===== src/rtl/blink_round_ctrl.sv =====
// Round sequencer for the Blink reaction game.
//
// Each round keeps the LED dark for WAIT_CYC cycles, then lights it for a
// WIN_CYC-cycle response window. A press in the window wins the round; a press
// while dark (false start) or no press at all loses it. Every round ends in a
// one-cycle JUDGE state that strobes the decision to the loss register. Wins
// chain straight into the next round; a loss parks in OVER until a new start.
//
// Ports:
//   clk       in   system clock, rising edge
//   reset     in   asynchronous active-low reset
//   start     in   begin a new game (only honoured in IDLE or OVER)
//   btn       in   synchronized/debounced player press
//   led       out  high while the response window is open
//   dec_d     out  decision to the loss register (1 = win, 0 = lose)
//   dec_en    out  one-cycle write strobe to the loss register
//   score     out  rounds won in the current game, saturating
//   busy      out  high while a round is in progress (WAIT, LIT, JUDGE)
//   game_over out  high in OVER
module blink_round_ctrl #(
  parameter int unsigned WAIT_CYC = 16,
  parameter int unsigned WIN_CYC  = 8,
  parameter int unsigned SCORE_W  = 4
) (
  input  logic               clk,
  input  logic               reset,
  input  logic               start,
  input  logic               btn,
  output logic               led,
  output logic               dec_d,
  output logic               dec_en,
  output logic [SCORE_W-1:0] score,
  output logic               busy,
  output logic               game_over
);

  localparam int unsigned MaxCyc = (WAIT_CYC > WIN_CYC) ? WAIT_CYC : WIN_CYC;
  localparam int unsigned CntW   = (MaxCyc > 1) ? $clog2(MaxCyc) : 1;

  localparam logic [CntW-1:0] WaitLast = CntW'(WAIT_CYC - 1);
  localparam logic [CntW-1:0] WinLast  = CntW'(WIN_CYC - 1);

  localparam logic [2:0] StIdle  = 3'd0;
  localparam logic [2:0] StWait  = 3'd1;
  localparam logic [2:0] StLit   = 3'd2;
  localparam logic [2:0] StJudge = 3'd3;
  localparam logic [2:0] StOver  = 3'd4;

  logic [2:0]         state_q, state_d;
  logic [CntW-1:0]    cnt_q, cnt_d;
  logic               result_q, result_d;
  logic [SCORE_W-1:0] score_q, score_d;

  always_comb begin
    state_d  = state_q;
    cnt_d    = cnt_q;
    result_d = result_q;
    score_d  = score_q;

    case (state_q)
      StIdle, StOver: begin
        if (start) begin
          state_d = StWait;
          cnt_d   = '0;
          score_d = '0;
        end
      end

      StWait: begin
        // A press beats expiry, even on the final dark cycle.
        if (btn) begin
          state_d  = StJudge;
          result_d = 1'b0;
          cnt_d    = '0;
        end else if (cnt_q == WaitLast) begin
          state_d = StLit;
          cnt_d   = '0;
        end else begin
          cnt_d = cnt_q + 1'b1;
        end
      end

      StLit: begin
        // A press on the final lit cycle still wins.
        if (btn) begin
          state_d  = StJudge;
          result_d = 1'b1;
          cnt_d    = '0;
        end else if (cnt_q == WinLast) begin
          state_d  = StJudge;
          result_d = 1'b0;
          cnt_d    = '0;
        end else begin
          cnt_d = cnt_q + 1'b1;
        end
      end

      StJudge: begin
        if (result_q) begin
          state_d = StWait;
          cnt_d   = '0;
          if (score_q != {SCORE_W{1'b1}}) begin
            score_d = score_q + 1'b1;
          end
        end else begin
          state_d = StOver;
        end
      end

      default: begin
        state_d  = StIdle;
        cnt_d    = '0;
        result_d = 1'b0;
        score_d  = '0;
      end
    endcase
  end

  always_ff @(posedge clk or negedge reset) begin
    if (!reset) begin
      state_q  <= StIdle;
      cnt_q    <= '0;
      result_q <= 1'b0;
      score_q  <= '0;
    end else begin
      state_q  <= state_d;
      cnt_q    <= cnt_d;
      result_q <= result_d;
      score_q  <= score_d;
    end
  end

  // Moore outputs decoded from the state register.
  always_comb begin
    led       = (state_q == StLit);
    dec_en    = (state_q == StJudge);
    dec_d     = (state_q == StJudge) & result_q;
    busy      = (state_q == StWait) | (state_q == StLit) | (state_q == StJudge);
    game_over = (state_q == StOver);
    score     = score_q;
  end

endmodule


===== config.mk =====
export PLATFORM = sky130hd
export DESIGN_NAME = blink_round_ctrl
export DESIGN_NICKNAME = d
export VERILOG_FILES = /design/src/rtl/blink_round_ctrl.sv
export SDC_FILE = /design/constraint.sdc
export NUM_CORES = 1
export LEC_CHECK = 0
export CORE_UTILIZATION = 35
export CTS_CLUSTER_DIAMETER = 120
export DETAILED_ROUTE_END_ITERATION = 10
export PLACE_DENSITY_LB_ADDON = 0.3
export SYNTH_ARGS = -nofsm -noshare
export SYNTH_HDL_FRONTEND = slang
export SYNTH_SLANG_ARGS = --single-unit

===== constraint.sdc =====
create_clock -name clk -period 1.96 [get_ports clk]
set_clock_uncertainty 0.2 [all_clocks]
set_input_delay 0.196 -clock clk [delete_from_list [all_inputs] [get_ports clk]]
set_output_delay 0.196 -clock clk [all_outputs]
set_load 0.03 [all_outputs]

==> impl_metrics.env <==
export IMPL_status="finished, final reports clean"
export IMPL_worstSetupEndpointType="output port"
export IMPL_grt_start_max_net_pins=13
export IMPL_routedWlPerCell_um=12.7
export IMPL_gp_congestion=0.834
export IMPL_path_class="reg -> out"
export IMPL_initial_core_util=0.377
export IMPL_numCtsBuffers=3
export IMPL_synth_main_ff_cell="dfrtp_1"
export IMPL_fin_crit_sh=0.948
export IMPL_synth_area_leaders="dfrtp_1 40%, o21ai_0 4.6%, nand2_1 4.5%"
export IMPL_maxSlewViolCount=0
export IMPL_rsz0062_at_grt="false"
export IMPL_postSynthCellCount=84
export IMPL_cts_htree_levels=1
export IMPL_syn_area_um2=754
export IMPL_max_slew_margin_rel=0.633
export IMPL_clockBufferDepth=2
export IMPL_cts_tree="done"
export IMPL_drt_iter0_drc=13
export IMPL_final_setup_viol_count=0
export IMPL_die_h_um=48.4
export IMPL_r2r_end="score[3]"
export IMPL_insertedDiodeCount=0
export IMPL_grt_usage=0.157
export IMPL_synthArstFlopShare=1.00
export IMPL_reg2reg_depth=5
export IMPL_max_freq_ghz=0.538
export IMPL_grt_pass1_vias=666
export IMPL_synth_top_area_share=0.398
export IMPL_core_area_mm2=0.00200
export IMPL_ys_types=33
export IMPL_layout_min_cycle_time_ns=1.86
export IMPL_drc_errors=0
export IMPL_finalHoldViolations=0
export IMPL_antenna_found_initial=0
export IMPL_holdBufCountCts=0
export IMPL_holdCritPathClass="in -> async"
export IMPL_avgViaCountPerCell=5.36
export IMPL_grt_pass1_wl_mm=2.90
export IMPL_crit_required_ns=1.56
export IMPL_arrival_ns=1.46
export IMPL_rr_startpoint="score[0]"
export IMPL_placementRows=16
export IMPL_cts_sinks=12
export IMPL_leakage_uw=0.000458
export IMPL_clk_pin_slew_ns=0.08
export IMPL_die_w_um=48.4
export IMPL_start_kind="register"
export IMPL_setup_tns_ns=0
export IMPL_avgSynthCellArea_um2=8.98
export IMPL_final_nets=107
export IMPL_worst_path_max_fanout=6
export IMPL_tightest_slew_ns=0.548
export IMPL_syn_nets=90
export IMPL_overflow=0
export IMPL_crit_start="state_q[1]"
export IMPL_drive_above_1_share=0.130
export IMPL_worst_ir_drop_vdd_mv=0.534
export IMPL_antenna_left=0
export IMPL_clk_latency_ns=0.27
export IMPL_synth_edff_count=0
export IMPL_synth_top_cell_by_area="dfrtp_1"
export IMPL_wl_mm=1.61
export IMPL_die_area_mm2=0.00235
export IMPL_finalPower_uw=1300
export IMPL_area_growth_pct=24.0
export IMPL_drt_pass1_iterations=4
export IMPL_r2r_slack_ns=0.15
export IMPL_maxCapViolCount=0
export IMPL_num_vias=681
export IMPL_yosysWarnings=0
export IMPL_pwr_density_cell_mw_per_mm2=1380
export IMPL_portBuffers=12
export IMPL_ios=13
export IMPL_ys_seq_area_frac=0.398
export IMPL_dpl_hpwl_mm=1.22
export IMPL_cts_root_buf="clkbuf_4"
export IMPL_holdWs_ns=0.0765
export IMPL_ys_seq_elements=12
kinds of logic after synthesis:
kind of cell | after synthesis | synth area share
and+or+nand+nor | 32 | 0.231
xor gates and xnor gates | 1 | 0.0116
buffers and inverters | 8 | 0.0547
adders and majority gates | 2 | 0.0332
DFF | 12 | 0.398
AOI/OAI and AO/OA | 29 | 0.272
registers in the layout (all words and copies together) (netlist names):
register / cells
result_q: 1
cnt_q: 4
state_q: 3
score: 4
worst max path at each step:
stage	endpoint	slack [ns]
detailed placement	dec_en	0.14
floorplan	score[3]	0.16
global placement	game_over	0.15
CTS	game_over	0.10
finish	game_over	0.10
global route	dec_en	0.02
routing by layer:
metal,global-route usage,vias up,share of wire
li1,-,338,-
met1,0.192,330,0.49
met2,0.263,13,0.46
met3,0.0566,0,0.046
met4,0.0343,0,0
met5,0,-,0
power by group:
group	switching [uW]	leakage, uW	internal, uW
combinational	392	0.000278	292
clock	84.2	0.0000210	113
sequential	101	0.000159	314
total	577	0.000458	718
cells in the mapped netlist, drive strengths merged (2+ instances only):
cell type / instances
a21oi: 4
a22o: 2
a31oi: 3
and2b: 2
buf: 3
dfrtp: 12
ha: 2
inv: 5
nand2: 9
nand2b: 3
nand3: 5
nand3b: 2
nor2: 6
o21ai: 8
o21bai: 2
o22ai: 2
layout make-up:
cell class,count,area [um2]
multi-input combinational,64,413
timing repair buffer,15,134
inverter,5,18.8
tap,27,33.8
clock buffer,4,36.3
sequential,12,300
fill,210,1070
metrics by stage:
stage	instance area, um2	cells	worst slack (ns)	util
2_1_floorplan	754	84	0.161	-
3_5_place_dp	903	123	0.137	0.451
3_3_place_gp	903	123	0.145	0.451
6_report	936	127	0.101	0.468
4_1_cts	936	127	0.102	0.468
5_1_grt	936	127	0.0232	0.468
cell usage in the layout, fill, tap and decap left out, types with 4 or more instances in the layout:
cell type / count
buf_4: 5
inv_1: 5
dfrtp_1: 12
clkdlybuf4s50_1: 7
a21oi_1: 4
nand3_1: 5
nand2_1: 9
nor2_1: 6
o21ai_0: 7
critical path: stages (launching register included):
cell	delay, ns
dfrtp_1	0.48
nor2_1	0.18
nand2_1	0.09
inv_1	0.06
dlygate4sd2_1	0.39
repair_timing:
| item | in CTS | in global routing |
|---|---|---|
| buffers inserted | 0 | 0 |
| gates resized for setup | 3 | 0 |
| endpoints found under the setup margin | 3 | 0 |
No activity file was read; power rests on OpenSTA's default activity.
